===== src/rtl/accum_control_unit.sv =====
// Fetch/decode/execute sequencer for the 16-bit accumulator machine: 2-4 cycles per instruction, no backpressure (fixed-latency memory and ALU).
// Define ACU_ILLEGAL_TRAP_EN to halt on opcodes D-F; otherwise they execute as NOPs.
module accum_control_unit #(
  parameter int                ADDR_W   = 12,
  parameter logic [ADDR_W-1:0] RESET_PC = '0
) (
  input  logic              clk,
  input  logic              reset,
  input  logic              run,
  output logic [15:0]       mem_addr,
  output logic [15:0]       mem_wdata,
  output logic              mem_we,
  input  logic [15:0]       mem_rdata,
  output logic [3:0]        alu_op,
  output logic [15:0]       alu_a,
  output logic [15:0]       alu_b,
  input  logic [15:0]       alu_result,
  output logic [ADDR_W-1:0] pc,
  output logic [15:0]       acc,
  output logic [15:0]       ir,
  output logic [2:0]        state,
  output logic              halted,
  output logic              illegal
);

  typedef enum logic [2:0] {
    IDLE   = 3'd0,
    FETCH  = 3'd1,
    DECODE = 3'd2,
    EXEC   = 3'd3,
    WB     = 3'd4,
    HALTED = 3'd5
  } state_e;

  typedef struct packed {
    logic [3:0]  opcode;
    logic [11:0] addr;
  } instr_t;

  localparam logic [3:0] OP_HALT  = 4'h0;
  localparam logic [3:0] OP_LOAD  = 4'h1;
  localparam logic [3:0] OP_STORE = 4'h2;
  localparam logic [3:0] OP_JUMP  = 4'h3;
  localparam logic [3:0] OP_JUMPZ = 4'h4;
  localparam logic [3:0] OP_ADD   = 4'h5;
  localparam logic [3:0] OP_SUB   = 4'h6;
  localparam logic [3:0] OP_AND   = 4'h7;
  localparam logic [3:0] OP_OR    = 4'h8;
  localparam logic [3:0] OP_XOR   = 4'h9;
  localparam logic [3:0] OP_SHL   = 4'hA;
  localparam logic [3:0] OP_SHR   = 4'hB;
  localparam logic [3:0] OP_LOADI = 4'hC;

  state_e              state_q, state_d;
  logic [ADDR_W-1:0]   pc_q;
  logic [15:0]         acc_q;
  instr_t              ir_q;
  instr_t              dec_instr;
  logic                halted_q;
  logic                store_we;
  logic                dec_illegal;

  function automatic logic is_mem_read(input logic [3:0] op);
    return (op == OP_LOAD) || (op >= OP_ADD && op <= OP_XOR);
  endfunction

  function automatic logic [3:0] alu_code(input logic [3:0] op);
    case (op)
      OP_ADD:  return 4'b0000;
      OP_SUB:  return 4'b0001;
      OP_SHL:  return 4'b0100;
      OP_SHR:  return 4'b0101;
      OP_AND:  return 4'b1000;
      OP_OR:   return 4'b1001;
      OP_XOR:  return 4'b1010;
      default: return 4'b0000;
    endcase
  endfunction

  // The fetched word is only on mem_rdata during DECODE; ir is loaded at the end of it.
  assign dec_instr   = instr_t'(mem_rdata);
  assign dec_illegal = (dec_instr.opcode > OP_LOADI);

  always_comb begin
    state_d  = state_q;
    mem_addr = '0;
    store_we = 1'b0;
    alu_op   = 4'b0000;
    unique case (state_q)
      IDLE:   if (run) state_d = FETCH;
      FETCH: begin
        mem_addr = 16'(pc_q);
        state_d  = DECODE;
      end
      DECODE: begin
`ifdef ACU_ILLEGAL_TRAP_EN
        if (dec_instr.opcode == OP_HALT || dec_illegal) state_d = HALTED;
`else
        if (dec_instr.opcode == OP_HALT) state_d = HALTED;
`endif
        else state_d = EXEC;
      end
      EXEC: begin
        alu_op = alu_code(ir_q.opcode);
        if (is_mem_read(ir_q.opcode)) begin
          mem_addr = 16'(ir_q.addr);
          state_d  = WB;
        end else if (ir_q.opcode == OP_STORE) begin
          mem_addr = 16'(ir_q.addr);
          store_we = 1'b1;
          state_d  = FETCH;
        end else begin
          state_d  = FETCH;
        end
      end
      WB: begin
        alu_op  = alu_code(ir_q.opcode);
        state_d = FETCH;
      end
      HALTED: state_d = HALTED;
      default: state_d = IDLE;
    endcase
  end

  // A reset edge must never commit a store, even mid-instruction.
  assign mem_we = store_we & ~reset;

  always_ff @(posedge clk) begin
    if (reset) begin
      state_q  <= IDLE;
      pc_q     <= RESET_PC;
      acc_q    <= '0;
      ir_q     <= '0;
      halted_q <= 1'b0;
    end else begin
      state_q <= state_d;
      case (state_q)
        DECODE: begin
          ir_q <= dec_instr;
          pc_q <= pc_q + ADDR_W'(1);
          if (state_d == HALTED) halted_q <= 1'b1;
        end
        EXEC: begin
          case (ir_q.opcode)
            OP_JUMP:  pc_q <= ADDR_W'(ir_q.addr);
            OP_JUMPZ: if (acc_q == 16'h0000) pc_q <= ADDR_W'(ir_q.addr);
            OP_SHL:   acc_q <= {acc_q[14:0], 1'b0};
            OP_SHR:   acc_q <= {1'b0, acc_q[15:1]};
            OP_LOADI: acc_q <= {4'b0000, ir_q.addr};
            default:  ;
          endcase
        end
        WB: acc_q <= (ir_q.opcode == OP_LOAD) ? mem_rdata : alu_result;
        default: ;
      endcase
    end
  end

`ifdef ACU_ILLEGAL_TRAP_EN
  logic illegal_q;
  always_ff @(posedge clk) begin
    if (reset) illegal_q <= 1'b0;
    else if (state_q == DECODE && dec_illegal) illegal_q <= 1'b1;
  end
  assign illegal = illegal_q;
`else
  assign illegal = 1'b0;
`endif

  assign mem_wdata = acc_q;
  assign alu_a     = acc_q;
  assign alu_b     = mem_rdata;
  assign pc        = pc_q;
  assign acc       = acc_q;
  assign ir        = ir_q;
  assign state     = state_q;
  assign halted    = halted_q;

endmodule


===== config.mk =====
export PLATFORM = sky130hd
export DESIGN_NAME = accum_control_unit
export DESIGN_NICKNAME = d
export VERILOG_FILES = /design/src/rtl/accum_control_unit.sv
export SDC_FILE = /design/constraint.sdc
export NUM_CORES = 1
export LEC_CHECK = 0
export CORE_MARGIN = 2
export CORE_UTILIZATION = 50
export DETAILED_ROUTE_END_ITERATION = 12
export DONT_BUFFER_PORTS = 1
export PLACE_DENSITY = 0.68
export SYNTH_ARGS = -nofsm -noshare
export SYNTH_HDL_FRONTEND = slang
export SYNTH_SLANG_ARGS = --single-unit

===== constraint.sdc =====
create_clock -name clk -period 2.1 [get_ports clk]
set_clock_uncertainty 0.15 [all_clocks]
set_input_delay 0.42 -clock clk [delete_from_list [all_inputs] [get_ports clk]]
set_output_delay 0.42 -clock clk [all_outputs]
set_load 0.1 [all_outputs]

* Word level (Yosys, flattened, before mapping)
Cells that the tools add are included.
** Cells by class
- Add/sub/neg operators :: 1
- Multiply operators :: 0
- Divide/modulo/power cells :: 0
- Order comparisons :: 2
- Equal/unequal tests :: 20
- Shifts and indexed selects :: 0
- Muxes and demuxes :: 18
- Bitwise operators :: 2
- Reduce and logical (&&, ||, !) cells :: 11
** Operator list (count)
- $pmux 12 s2 :: 3
- $pmux 16 s3 :: 1
- $mux 12 :: 3
- $pmux 16 s2 :: 1
- $pmux 4 s6 :: 1
- $eq 4x4->1 const B :: 5
- $pmux 3 s6 :: 1
- $logic_not 16->1 :: 1
- $mux 16 :: 1
- $add 12x1->12 const B :: 1
- $eq 4x3->1 const B :: 3
- $eq 3x3->1 const B :: 3
- $mux 3 :: 3
- $eq 4x2->1 const B :: 2
- $eq 3x2->1 const B :: 2
- $eq 4x1->1 const B :: 1
- $ge 4x3->1 const B :: 1
- $le 4x4->1 const B :: 1
- $logic_not 4->1 :: 1
- $mux 4 :: 1
- $ne 4x1->1 const B :: 1
- $reduce_and 2->1 :: 2
- $reduce_bool 2->1 :: 2
- $eq 3x1->1 const B :: 1
- 10 further kinds :: 12
** Word-level totals
- Bits in registers :: 48
- Latch bits :: 0
- Memory bits (writable) :: 0
- Memory bits (read-only) :: 0
- Input port bits :: 35
- Output and inout port bits :: 118
- Logic and storage cells :: 60
- Memories kept :: 0

* Depth between registers and ports, before layout
- Depth after elaboration :: 7
- Depth in mapped cells :: 9
- Depth with buffers taken out :: 6

* Least setup slack after synthesis
OpenSTA, ideal clock, no wires.
- Path kind :: register to output
- Start point :: register state_q[2] (netlist: state[2])
- End point :: output port alu_op[1]
- Arrival time :: 4796 ps
- Data required time :: 1530 ps
- Setup slack :: -3266 ps
- Cell stages (with the launch flop) :: 7
- Path buffers :: 2
- Cell sequence :: dfxtp_1 inv_1 nor3_1 clkbuf_1 buf_2 nor2_1 nor4_1
** Between the ends
- Cells in the longest elaborated chain, start to end :: 3
- Elaborated cells on any way between the ends :: 4
- Classes of those cells :: eq/ne: 2; mux: 1; reduce/logical: 1
** Ends and longest elaborated chain
- start: declaration :: RTL line 54 : state_e state_q, state_d;
- start signal: assignment :: RTL line 136 : state_q <= state_d;
- $eq 3x2->1 / $eq 3x3->1 (equally long branches) :: RTL line 89 : unique case (state_q)
- $reduce_or 2->1 (no line) *
- $mux 4 *
- end: declaration :: RTL line 14 : output logic [3:0] alu_op,
Every way passes the cells marked *; elsewhere a longest branch is shown, timed or not.

* Final worst setup path
- Start point :: register state_q[1] (netlist: state[1])
- End point :: output port mem_addr[9]
** Between the ends
- Cells in the longest elaborated chain, start to end :: 2
- Elaborated cells on any way between the ends :: 3
- Classes of those cells :: eq/ne: 2; mux: 1
** Ends and longest elaborated chain
- $eq 3x2->1 / $eq 3x1->1 (equally long branches) :: RTL line 89
- $pmux 12 s2 * :: RTL line 89
- end: declaration :: RTL line 10 : output logic [15:0] mem_addr,
Marked as above.

==> impl_metrics.toml <==
[logic_synthesis]
synthMuxAreaShare = 0.05037
syn_inst = 428
async_flop_share = 0
yosys_warnings = 0
synth_ff_type = "dfxtp_1"
synth_compound_area_frac = 0.2700
synth_edf_count = 0
synthAdderAreaFrac = 0.003704
synthSimpleGateAreaFrac = 0.1926
ys_types = 55
avgSynthCellArea_um2 = 7.893
synth_top_family_by_area = "compound AO/OA/AOI/OAI gates"
synthXorXnorAreaFrac = 0.02074
netlist_area_um2 = 3378
synth_seq_cells = 48
yosysSeqAreaShare = 0.2844

[die]
core_area_um2 = 6459
start_util = 0.5231
ios = 153
fp.dieArea_um2 = 7430
die_h_um = 86.20
rows = 29
die_w_um = 86.20

[drt]
totalWireLength_mm = 9.699
wl_per_cell_um = 18.91
drt_iter0_drc = 256
num_vias = 3205
firstDrtPassIters = 5
ant_nets = 0
vias_per_cell = 6.248
drcViolationCount = 0

[setup_path]
critPathBufInv = 1
ff2ff_setup_slack_ns = 0.09
crit_path_top_delay_cell = "dfxtp_4"
worstPathMaxFanout = 12
crit_type = "reg -> out"
critPathMaxStageDelay_ns = 0.36
worst_ep_required_time_ns = 1.53
crit_chain = "nor2b_4 > and2_4 > nand3b_1 > a21oi_2 > buf_12 > a22o_4"
end_kind = "output port"
crit_family = "compound AO/OA/AOI/OAI gates"
cp-start-kind = "flop"
crit_arrival_ns = 1.77

[clocking]
cts_tree = "done"
clk_pin_slew_worst_paths_ns = 0.09
cts.sinks = 48
h-tree-depth = 2
numCtsBuffers = 5
cts_root_buf = "clkbuf_8"
clk_latency_ns = 0.30
clockBufferDepth = 2
hold_buffers = 0

[sta]
period_share = 1.112
rsz0062_at_grt = "yes"
tightest_slew_ns = 0.8385
min_period_ns = 2.336
fin_hold_ws_ns = 0.01809
fin_ws_ns = -0.2359
maxSlewViolCount = 0
setup_viol = 16
hold_viol = 0
max_freq_mhz = 428.1
max-slew-margin-rel = 0.4410

[global_routing]
antenna_found_initial = 0
grt_pass1_wl_mm = 15.48
grt_max_degree = 39
track_usage = 0.2601
grt_pass1_vias = 3030
grt.overflow.total = 0

[cells_and_area]
fill_cells = 558
layout_common_cells = "buf_4, nand2_1, a21oi_1, nor2_1, dfxtp_4"
nNetsFinal = 471
diodes = 0
layout_commonest_cell = "buf_4"
final_util = 0.6416
syn_to_final_growth_pct = 22.67
final_layout_size_suffix_gt1_frac = 0.3670
design_area_um2 = 4144
final-instance-count-excl-fill = 513

[run_status]
run_status = "finished, violations left"
violations = "setup timing"

[power]
peakVddDrop_uv = 309.2
leakage_uw = 0.001574
powerDensity_nw_per_um2 = 517.8
finalPower_uw = 2146

[placed_design]
globalplace.congestion = 0.8625
numPlacedInstances = 495
io_buffers = 0
dp_hpwl_mm = 7.090
dpl_cell_area_um2 = 3906

[worst_hold_path]
min_path_type = "in -> reg"

[run]
cap_violations = 0
## through the flow
stage          setup TNS (ns)  worst slack [ns]
2_1_floorplan          -6.722           -0.7569
3_3_place_gp                0           0.02047
3_5_place_dp                0          0.003990
4_1_cts                -2.448           -0.1807
5_1_grt                -4.297           -0.3096
6_report               -3.128           -0.2359
## power breakdown
part           total [uW]  leakage [uW]  switching, uW  internal (uW)
Combinational         578       0.00112            424            154
Sequential            976      0.000412           62.8            913
Clock                 592     0.0000445            323            268
Total                2150       0.00157            810           1340
## worst register-to-register path, stage by stage (launching register included)
cell and delay [ns]:
dfxtp_4 0.37, buf_4 0.19, and3b_1 0.25, buf_4 0.21
a22o_1 0.19, a221o_1 0.30, a32o_1 0.25
## cell usage after synthesis, drive strengths merged (3+ instances only)
cell type / n / area (um^2)
and2: 4 / 25.02
nor2: 30 / 115.1
nor4: 6 / 37.54
nor3: 5 / 25.02
xnor2: 4 / 35.03
xor2: 4 / 35.03
nand2b: 3 / 18.77
nor2b: 4 / 25.02
inv: 6 / 22.52
nand3: 6 / 30.03
a21o: 3 / 22.52
buf: 73 / 514.2
dfxtp: 48 / 960.9
a221o: 11 / 110.1
clkbuf: 16 / 61.30
mux2i: 17 / 170.2
a32o: 11 / 110.1
nand4: 3 / 18.77
a31oi: 4 / 25.02
nand2: 66 / 247.7
a21oi: 34 / 170.2
o21ai: 6 / 37.54
a211o: 10 / 87.58
a22o: 23 / 201.4
a221oi: 3 / 26.28
## sequential cells by signal, indices dropped and copies added (netlist names)
register	cells
acc	16
pc	12
ir	16
state	3
halted	1
## layout make-up
class,instances,area (um^2),area share
Tap cell,77,96.34,0.02325
Multi-Input combinational cell,289,2052,0.4952
Clock buffer,7,86.33,0.02083
Timing Repair Buffer,85,810.8,0.1957
Inverter,6,25.02,0.006039
Sequential cell,48,1066,0.2572
Clock inverter,1,7.507,0.001812
## what timing repair did
item / 4_1_cts / 5_1_grt
endpoints found under the setup margin: 20 / 35
pin swaps: 6 / 2
gates resized for setup: 8 / 9
buffers inserted: 10 / 0
## path summary, 6_finish.rpt
check,from,endpoint,depth (start not counted)
setup / recovery,state[1]$_SDFF_PP0_,mem_addr[9],6
hold / removal,reset,pc[1]$_SDFFE_PP0P_,1
setup reg to reg,ir[13]$_SDFFE_PP0P_,acc[11]$_SDFFE_PP0P_,6
hold reg to reg,pc[5]$_SDFFE_PP0P_,pc[5]$_SDFFE_PP0P_,2
## cell families after synthesis
logic type	count (synthesis)
compound gates	119
fa+ha+maj	1
buf+inv	95
simple gates	139
flops	48
other cells	1
xor+xnor	8
mux	17
## layer usage
metal | track usage | up-vias | routed length (um)
met5 | 0 | - | 0
met4 | 0.08807 | 0 | 173
met3 | 0.04476 | 18 | 739
met2 | 0.4123 | 152 | 4544
met1 | 0.3597 | 1525 | 4241
li1 | - | 1510 | -
No activity file was read; power rests on OpenSTA's default activity.
